$ cat config.mk
export PLATFORM = sky130hd
export DESIGN_NAME = pe_arbiter_flat
export DESIGN_NICKNAME = d
export VERILOG_FILES = /design/src/rtl/pe_arbiter_if.sv /design/src/rtl/pe_arbiter.sv /design/src/flat_wrapper.sv
export SDC_FILE = /design/constraint.sdc
export NUM_CORES = 1
export LEC_CHECK = 0
export CAP_MARGIN = 20
export CORE_AREA = 5 5 42 44
export DETAILED_ROUTE_END_ITERATION = 8
export DIE_AREA = 0 0 47 49
export PLACE_DENSITY = 0.77
export SLEW_MARGIN = 20
export SYNTH_ARGS = -nofsm -noshare
export SYNTH_HDL_FRONTEND = slang
export SYNTH_SLANG_ARGS = --single-unit
$ cat constraint.sdc
create_clock -name clock -period 3.04 [get_ports clock]
set_input_delay 0.76 -clock clock [delete_from_list [all_inputs] [get_ports clock]]
set_output_delay 0.76 -clock clock [all_outputs]
set_load 0.02 [all_outputs]
$ cat src/rtl/pe_arbiter_if.sv
// Request/grant bundle between request sources (master side) and the pe_arbiter (slave side).
// Carries the request vector in and the registered grant out on a valid/ready handshake.
interface pe_arbiter_if #(
  parameter int N    = 8,
  parameter int IDXW = 3
);
  logic [N-1:0]    req;
  logic            out_ready;
  logic            out_valid;
  logic [IDXW-1:0] out_idx;
  logic [N-1:0]    out_onehot;

  modport master (
    output req,
    output out_ready,
    input  out_valid,
    input  out_idx,
    input  out_onehot
  );

  modport slave (
    input  req,
    input  out_ready,
    output out_valid,
    output out_idx,
    output out_onehot
  );
endinterface

$ cat src/rtl/pe_arbiter.sv
// Registered N-input priority arbiter: fixed (highest index wins) or rotating priority,
// presenting one grant at a time as index + one-hot on a valid/ready handshake.
module pe_arbiter #(
  parameter int N           = 8,
  parameter int IDXW        = 3,
  parameter bit ROUND_ROBIN = 1'b0
) (
  input  logic        clock,
  input  logic        reset,
  pe_arbiter_if.slave bus
);

  localparam logic [IDXW-1:0] LAST = IDXW'(N - 1);
  localparam logic [N-1:0]    ONE  = N'(1);

  typedef enum logic {
    EMPTY = 1'b0,
    HOLD  = 1'b1
  } state_e;

  state_e          state_q, state_d;
  logic [IDXW-1:0] idx_q, idx_d;
  logic [IDXW-1:0] ptr_q, ptr_d;
  logic [N-1:0]    oh_q, oh_d;

  logic            load;
  logic            accept;
  logic [IDXW-1:0] start;
  logic [IDXW-1:0] winner;
  logic [N-1:0]    lo_mask;
  logic [N-1:0]    req_lo;

  // Predecessor in the descending search order; wraps mod N, not mod 2^IDXW.
  function automatic logic [IDXW-1:0] prev_idx(input logic [IDXW-1:0] x);
    return (x == '0) ? LAST : x - IDXW'(1);
  endfunction

  function automatic logic [IDXW-1:0] highest_set(input logic [N-1:0] v);
    logic [IDXW-1:0] h;
    h = '0;
    for (int i = 0; i < N; i++) begin
      if (v[i]) h = IDXW'(i);
    end
    return h;
  endfunction

  // A descending circular search from s equals: highest request at or below s,
  // else highest request overall. Fixed mode is the special case s = N-1.
  always_comb begin
    accept = (state_q == HOLD) && bus.out_ready;
    load   = (state_q == EMPTY) || bus.out_ready;
    start  = LAST;
    if (ROUND_ROBIN) begin
      start = accept ? prev_idx(idx_q) : ptr_q;
    end
    lo_mask = '0;
    for (int i = 0; i < N; i++) begin
      lo_mask[i] = (IDXW'(i) <= start);
    end
    req_lo = bus.req & lo_mask;
    winner = (|req_lo) ? highest_set(req_lo) : highest_set(bus.req);
  end

  always_comb begin
    state_d = state_q;
    idx_d   = idx_q;
    oh_d    = oh_q;
    ptr_d   = ptr_q;
    if (ROUND_ROBIN && accept) begin
      ptr_d = prev_idx(idx_q);
    end
    if (load) begin
      if (|bus.req) begin
        state_d = HOLD;
        idx_d   = winner;
        oh_d    = ONE << winner;
      end else begin
        state_d = EMPTY;
        idx_d   = '0;
        oh_d    = '0;
      end
    end
  end

  always_ff @(posedge clock) begin
    if (reset) begin
      state_q <= EMPTY;
      idx_q   <= '0;
      oh_q    <= '0;
      ptr_q   <= LAST;
    end else begin
      state_q <= state_d;
      idx_q   <= idx_d;
      oh_q    <= oh_d;
      ptr_q   <= ptr_d;
    end
  end

  assign bus.out_valid  = (state_q == HOLD);
  assign bus.out_idx    = idx_q;
  assign bus.out_onehot = oh_q;

endmodule

$ cat src/flat_wrapper.sv
// flat-port wrapper written by rule: the top's interface ports become plain ports
module pe_arbiter_flat 
#(
  parameter int N           = 8,
  parameter int IDXW        = 3,
  parameter bit ROUND_ROBIN = 1'b0
)
  (clock, reset, bus_req, bus_out_ready, bus_out_valid, bus_out_idx, bus_out_onehot);
  pe_arbiter_if #(.N(N), .IDXW(IDXW)) bus_i ();
  input  logic clock;
  input  logic reset;
  input wire logic [$bits(bus_i.req)-1:0] bus_req;
  input wire logic [$bits(bus_i.out_ready)-1:0] bus_out_ready;
  output wire logic [$bits(bus_i.out_valid)-1:0] bus_out_valid;
  output wire logic [$bits(bus_i.out_idx)-1:0] bus_out_idx;
  output wire logic [$bits(bus_i.out_onehot)-1:0] bus_out_onehot;
  assign bus_i.req = bus_req;
  assign bus_i.out_ready = bus_out_ready;
  assign bus_out_valid = bus_i.out_valid;
  assign bus_out_idx = bus_i.out_idx;
  assign bus_out_onehot = bus_i.out_onehot;
  pe_arbiter #(.N(N), .IDXW(IDXW), .ROUND_ROBIN(ROUND_ROBIN)) u_core (.clock(clock), .reset(reset), .bus(bus_i));
endmodule
==> results of run 1 <==
==> cells in the mapped netlist, drive strengths merged (2+ instances only) <==
master   n  area share (%)
nand3    2             1.8
buf      2             1.6
inv      3             2.1
nand2    7             4.8
o41ai    2             6.0
nor3     3             2.8
nor4     2             5.0
dfxtp   12              44
nor2b    2             2.3
o21ai    3             2.8
nor2     6             4.1
a21oi    8             7.3
==> cell type report <==
cell class | instances | area (µm²) | share of cell area (%)
clock buffers | 4 | 36.28 | 4.482
inverters | 3 | 11.26 | 1.391
multi-input cells | 45 | 281.5 | 34.78
flip-flops and latches | 12 | 240.2 | 29.68
well taps | 16 | 20.02 | 2.473
repair buffers | 22 | 220.2 | 27.20
==> stage by stage <==
step / hold WS (ns) / setup WS (ns) / area, µm² / util (%) / instances
after floorplan: 0.5302 / 1.489 / 545.5 / - / 63
after CTS: 0.4589 / 1.037 / 809.5 / 57.77 / 102
final: 0.4567 / 1.040 / 809.5 / 57.77 / 102
after detailed placement: 0.4489 / 0.7467 / 773.2 / 55.18 / 98
after global routing: 0.4834 / 0.9570 / 809.5 / 57.77 / 102
after global placement: 0.4379 / 0.8233 / 773.2 / 55.18 / 98
==> kinds of logic (layout without fill, tap and decap cells) <==
kind of cell,count (synthesis),count (layout),synth area share (%)
AOI/OAI and AO/OA,19,19,25.46
buffers and inverters,6,29,4.355
DFF,12,12,44.04
and+or+nand+nor,26,26,26.15
==> power breakdown <==
group          total, mW  switching (mW)  internal [mW]
clock network      0.128          0.0547         0.0728
registers          0.167         0.00315          0.163
logic             0.0645          0.0342         0.0303
==> tightest hold or removal path: stages (launching register included) <==
cell and delay [ns]:
sky130_fd_sc_hd__dfxtp_1 0.31, sky130_fd_sc_hd__nand2_1 0.05, sky130_fd_sc_hd__a21oi_1 0.05
==> worst min-delay path by stage <==
stage,startpoint,endpoint
finish,u_core.bus.out_onehot[5],u_core.bus.out_onehot[5]
detailed placement,u_core.bus.out_onehot[5],u_core.bus.out_onehot[5]
CTS,u_core.bus.out_onehot[5],u_core.bus.out_onehot[5]
global route,u_core.bus.out_onehot[5],u_core.bus.out_onehot[5]
floorplan,u_core.bus.out_onehot[7],u_core.bus.out_onehot[7]
global placement,u_core.bus.out_onehot[7],u_core.bus.out_onehot[7]
==> layer usage <==
layer / vias to the layer above / wire length, µm / GRT usage, %
met5: - / 0 / 0
met4: 0 / 8 / 5.530
met3: 2 / 88 / 4.797
met2: 17 / 621 / 19.23
met1: 262 / 622 / 18.36
li1: 274 / - / -
==> flip-flops by register name, summed over array words and instances (netlist names) <==
signal and count:
u_core.bus.out_onehot 8, u_core.bus.out_idx 3, u_core.bus.out_valid 1
==> metrics.csv, run 1 <==
stage,metric,value,unit
floorplanning,start_util,38.93,%
clocking,cts_resized,0,
clocking,ctsRootBufferMaster,sky130_fd_sc_hd__clkbuf_4,
worst_setup_path,critical_path_cell_count,4,
power_and_ir_drop,p_per_area,443.0,nW/µm²
global_route,grt_pass1_vias,514,
global_route,grt_use_total,13.62,%
timing,final.setup_skew,0.005131,ns
floorplanning,chipWidth,47,µm
placed_design,detailed_place_hpwl,1.034,mm
layout,number_of_diodes_added_for_antenna_fixing,0,
global_route,grt_antenna_before_repair,0,
clocking,cts.repair_timing.setup_buffer_count,0,
detailed_routing,wl,1.340,mm
power_and_ir_drop,report.power.total,0.3586,mW
worst_setup_path,cpMaxStageDelayCell,sky130_fd_sc_hd__clkdlybuf4s50_1,
worst_hold_path,worstHoldPathCells,2,
yosys,synth-main-ff-cell,sky130_fd_sc_hd__dfxtp_1,
power_and_ir_drop,vdd_ir_drop_max,0.3061,mV
timing,finalCritPeriodShare,65.80,%
layout,area_delta_synth_final,48.39,%
worst_setup_path,r2r-start,u_core.bus.out_valid,
worst_setup_path,critical_path.endpoint_type,flop,
worst_setup_path,critical-path-top-delay-family,buffers and inverters,
yosys,synth.yosys.seq_area_share,44.04,%
layout,layout.cells.most_common,sky130_fd_sc_hd__clkdlybuf4s50_1,
yosys,postSynthNetCount,74,
timing,max_slew.worst_pin.slew,0.5976,ns
worst_setup_path,regToRegSetupSlack,1.74,ns
floorplanning,die-area,2303,µm²
timing,slew_viol_final,0,
placed_design,io_buffer_count,22,
worst_setup_path,reg2regPathDepth,3,
clocking,cts_tree,done,
yosys,synth.ff_latch_count,12,
global_route,grt.overflow.total,0,
worst_setup_path,timing.critical_path.arrival,2.17,ns
floorplanning,core.rowCount,14,
outcome,outcome,completed,
detailed_routing,antenna_left,0,
detailed_routing,detailroute.via_count,555,
layout,design.final.nets,98,
detailed_routing,drt_pass1_iterations,3,
clocking,cts_made_buffers,3,
timing,fin_tns_setup,0,ns
worst_setup_path,path_cells,clkdlybuf4s50_1 > nor4_4 > nand2_1 > o41ai_2,
timing,final-setup-viol-count,0,
timing,grt_setup_unrepaired,no,
detailed_routing,detail_route.wl_per_cell,13.14,µm
worst_setup_path,cp-start-kind,input pin,
power_and_ir_drop,power_leakage,0.2940,nW
worst_setup_path,worst-endpoint-required,3.21,ns
floorplanning,ios,23,
global_route,grt_pass1_wl,2.297,mm
layout,layout-drive-gt1-share,8.140,%
worst_setup_path,worst_setup_path_startpoint,bus_req[5],
clocking,cts_sinks,12,
yosys,yosysWarnings,0,
yosys,synth_cell_types,25,
clocking,clk_transition_reported_paths,0.08,ns
detailed_routing,route.detailed.vias_per_inst,5.441,
run,max_cap_viol_count,0,
yosys,syn-instance-count,63,
layout,final.fill_count,139,
floorplanning,die_height,49,µm
worst_setup_path,path_buf_inv,1,
clocking,h-tree-depth,1,
worst_setup_path,path_class,in -> reg,
worst_setup_path,cp-endpoint,u_core.bus.out_onehot[1],
yosys,avgSynthCellArea,8.659,µm²
layout,top_library_cells_by_usage_in_the_layout_fill_and_taps_aside,"sky130_fd_sc_hd__clkdlybuf4s50_1 (22), sky130_fd_sc_hd__dfxtp_1 (12), sky130_fd_sc_hd__a21oi_1 (8)",
yosys,synth_area,545.5,µm²
worst_setup_path,path_max_fanout,6,
detailed_routing,drt_first_iter_violations,7,
worst_setup_path,cpPeakStageDelay,0.53,ns
yosys,ys_async_sr_fraction,0,%
yosys,synth_enable_flop_cells,0,
timing,achievable-frequency,499.9,MHz
timing,final_hold_viol_count,0,
worst_setup_path,crit-reg2reg-capture,u_core.bus.out_idx[0],
worst_hold_path,holdCritPathClass,reg -> reg,
timing,timing.final.crit_period,2.000,ns
floorplanning,design.core.area,1401,µm²
clocking,cts-hold-fix-buffers,0,
timing,worst_max_slew_margin_expressed_relative_to_the_limit,60.08,%
clocking,worstSkewPairLatency,0.27,ns
clocking,cts_buffer_depth,2,
global_route,grt_max_degree,14,
detailed_routing,drc,0,
placed_design,place_congestion,0.7636,
No activity file was read; power rests on OpenSTA's default activity.
==> run 2, diff against run 1 <==
--- a/config.mk
+++ b/config.mk
@@ -6,10 +6,10 @@
 export NUM_CORES = 1
 export LEC_CHECK = 0
 export CAP_MARGIN = 20
-export CORE_AREA = 5 5 42 44
+export CORE_MARGIN = 5
+export CORE_UTILIZATION = 36
 export DETAILED_ROUTE_END_ITERATION = 8
-export DIE_AREA = 0 0 47 49
-export PLACE_DENSITY = 0.77
+export PLACE_DENSITY = 0.72
 export SLEW_MARGIN = 20
 export SYNTH_ARGS = -nofsm -noshare
 export SYNTH_HDL_FRONTEND = slang
==> constraint.sdc (replaced) <==
create_clock -name clock -period 1.7 [get_ports clock]
set_input_delay 0.425 -clock clock [delete_from_list [all_inputs] [get_ports clock]]
set_output_delay 0.425 -clock clock [all_outputs]
set_load 0.02 [all_outputs]
==> run 2 against run 1 <==
- count of clock-buffer cells in the layout did not move
- clock skew fell by 0.0012 ns
- cell count rose by 14%
- combinational power rose by 110%
- via count rose by 4.1%
- critical path type is now reg -> out
- flip-flop and latch count did not move
- register-to-register slack got worse by 1.2 ns
- setup slack got worse by 0.99 ns
- sequential power rose by 78%
- die area rose by 3.9%
- routed wire length rose by 7.6%
- global-route usage fell by 1.2 points
==> metrics.csv, run 2 (synthesized netlist as in run 1, its figures left out) <==
stage,metric,value,unit,change
outcome,outcome,completed,,
power_and_ir_drop,power_leakage,0.4229,nW,+44%
timing,holdWs,0.4474,ns,-0.009274 ns
global_route,grt_max_degree,10,,-4
worst_setup_path,cp-start-kind,flop,,
clocking,cts_sinks,12,,unchanged
worst_setup_path,r2r-start,u_core.bus.out_valid,,
detailed_routing,detail_route.wl_per_cell,12.43,µm,-5.4%
worst_setup_path,regToRegSetupSlack,0.56,ns,-1.18 ns
detailed_routing,antenna_left,0,,unchanged
clocking,clk_transition_reported_paths,0.08,ns,about the same
timing,grt_setup_unrepaired,no,,
worst_setup_path,cpPeakStageDelay,0.61,ns,+0.08 ns
clocking,cts_tree,done,,
layout,top_library_cells_by_usage_in_the_layout_fill_and_taps_aside,"sky130_fd_sc_hd__clkdlybuf4s50_1 (18), sky130_fd_sc_hd__buf_4 (14), sky130_fd_sc_hd__dfxtp_1 (12)",,
layout,finish.instance_area,924.6,µm²,+14%
timing,final_hold_viol_count,0,,unchanged
floorplanning,start_util,37.07,%,-1.9 points
global_route,grt_use_total,12.43,%,-1.2 points
placed_design,detailed_place_hpwl,1.123,mm,+8.6%
clocking,cts.repair_timing.setup_buffer_count,0,,unchanged
worst_setup_path,path_buf_inv,1,,unchanged
detailed_routing,drt_first_iter_violations,6,,-1
worst_hold_path,holdCritPathClass,reg -> reg,,
floorplanning,design.core.area,1471,µm²,+5.0%
power_and_ir_drop,report.power.total,0.6686,mW,+86%
global_route,grt_antenna_before_repair,0,,unchanged
placed_design,place_congestion,0.8501,,+11%
detailed_routing,drt_pass1_iterations,4,,+1
placed_design,io_buffer_count,22,,unchanged
worst_hold_path,worstHoldPathCells,2,,unchanged
worst_setup_path,timing.critical_path.arrival,1.23,ns,-0.94 ns
worst_setup_path,reg2regPathDepth,4,,+1
clocking,h-tree-depth,1,,unchanged
placed_design,dpl-instance-area,878.3,µm²,+14%
clocking,cts_made_buffers,3,,unchanged
floorplanning,chipWidth,48.93,µm,+4.1%
timing,slew_viol_final,0,,unchanged
timing,worst_max_slew_margin_expressed_relative_to_the_limit,65.76,%,+5.7 points
worst_setup_path,critical_path_cell_count,1,,-3
timing,fin_tns_setup,0,ns,unchanged
floorplanning,die_height,48.93,µm,-0.15%
worst_setup_path,cpMaxStageDelayCell,sky130_fd_sc_hd__clkdlybuf4s50_1,,
worst_setup_path,path_cells,clkdlybuf4s50_1,,
clocking,ctsRootBufferMaster,sky130_fd_sc_hd__clkbuf_4,,
detailed_routing,wl,1.442,mm,+7.6%
timing,max_slew.worst_pin.slew,0.5093,ns,-0.08830 ns
clocking,cts-hold-fix-buffers,0,,unchanged
layout,layout.cells.most_common,sky130_fd_sc_hd__clkdlybuf4s50_1,,
power_and_ir_drop,p_per_area,723.1,nW/µm²,+63%
run,max_cap_viol_count,0,,unchanged
timing,achievable-frequency,604.7,MHz,
global_route,grt_pass1_vias,553,,+7.6%
worst_setup_path,worst-endpoint-required,1.27,ns,-1.94 ns
placed_design,worst_slack_at_placement,-0.1765,ns,-0.9232 ns
layout,area_delta_synth_final,69.50,%,
worst_setup_path,crit-reg2reg-capture,u_core.bus.out_onehot[3],,
timing,final-setup-viol-count,0,,unchanged
layout,layout-drive-gt1-share,21.00,%,+13 points
layout,number_of_diodes_added_for_antenna_fixing,0,,unchanged
power_and_ir_drop,vdd_ir_drop_max,0.5568,mV,+82%
floorplanning,die-area,2394,µm²,+3.9%
detailed_routing,route.detailed.vias_per_inst,4.983,,-8.4%
worst_hold_path,worst_hold_path.endpoint,u_core.bus.out_onehot[5],,
layout,design.final.nets,112,,+14%
timing,timing.final.crit_period,1.654,ns,
worst_setup_path,critical_path.endpoint_type,output pin,,
worst_setup_path,path_class,reg -> out,,
global_route,grt_pass1_wl,2.394,mm,+4.2%
floorplanning,ios,23,,unchanged
worst_hold_path,hold_path_startpoint,u_core.bus.out_onehot[5],,
timing,finalCritPeriodShare,97.28,%,
worst_setup_path,critical-path-top-delay-family,buffers and inverters,,
timing,final.setup_skew,0.003916,ns,-0.001215 ns
timing,fin_ws,0.04624,ns,-0.9934 ns
detailed_routing,drc,0,,unchanged
floorplanning,core.rowCount,14,,unchanged
layout,largest_register_ffs,8,,unchanged
detailed_routing,detailroute.via_count,578,,+4.1%
global_route,grt.overflow.total,0,,unchanged
clocking,cts_buffer_depth,2,,unchanged
clocking,worstSkewPairLatency,0.28,ns,about the same
worst_setup_path,path_max_fanout,2,,-4
[run 2: cell types whose count changed in the layout (fill, tap and decap cells not counted), sizes merged]
cell,previous run,this run
buf,0,14
dlymetal6s2s,0,4
clkdlybuf4s50,22,18
[run 2: area by class of cell]
type,instances,area (µm²)
clock buffers,4,36.28
fillers,123,546.8
inverters,3,11.26
multi-input cells,45,281.5
flip-flops and latches,12,240.2
well taps,16,20.02
repair buffers,36,335.3
[run 2: how the worst max path moves through the flow]
stage	from	to
after floorplan	bus_req[5]	u_core.bus.out_onehot[1]
after global placement	bus_req[1]	u_core.bus.out_idx[0]
after detailed placement	bus_req[4]	u_core.bus.out_onehot[3]
after CTS	u_core.bus.out_valid	bus_out_valid
after global routing	u_core.bus.out_onehot[2]	bus_out_onehot[2]
final	u_core.bus.out_onehot[4]	bus_out_onehot[4]
[run 2: what timing repair did]
item	in CTS	in global routing
endpoints found under the hold margin	0	0
resized for setup	0	4
setup endpoints to repair	0	4
[run 2: per-layer routing]
| layer | vias up | share of wire (%) | track usage (%) |
|---|---|---|---|
| li1 | 305 | - | - |
| met3 | 5 | 6.9 | 3.058 |
| met2 | 19 | 43 | 19.13 |
| met4 | 0 | 2.1 | 6.726 |
| met5 | - | 0 | 0 |
| met1 | 249 | 48 | 15.71 |
[run 2: where the power goes]
group | switching, mW | internal, mW | total, mW
clock | 0.103 | 0.131 | 0.234
sequential | 0.00520 | 0.292 | 0.297
combinational | 0.0649 | 0.0724 | 0.137
[run 2: stage by stage]
stage / std cells / utilization (%)
floorplan: 63 / -
global placement: 112 / 59.69
detailed placement: 112 / 59.69
CTS: 116 / 62.16
global route: 116 / 62.84
finish: 116 / 62.84
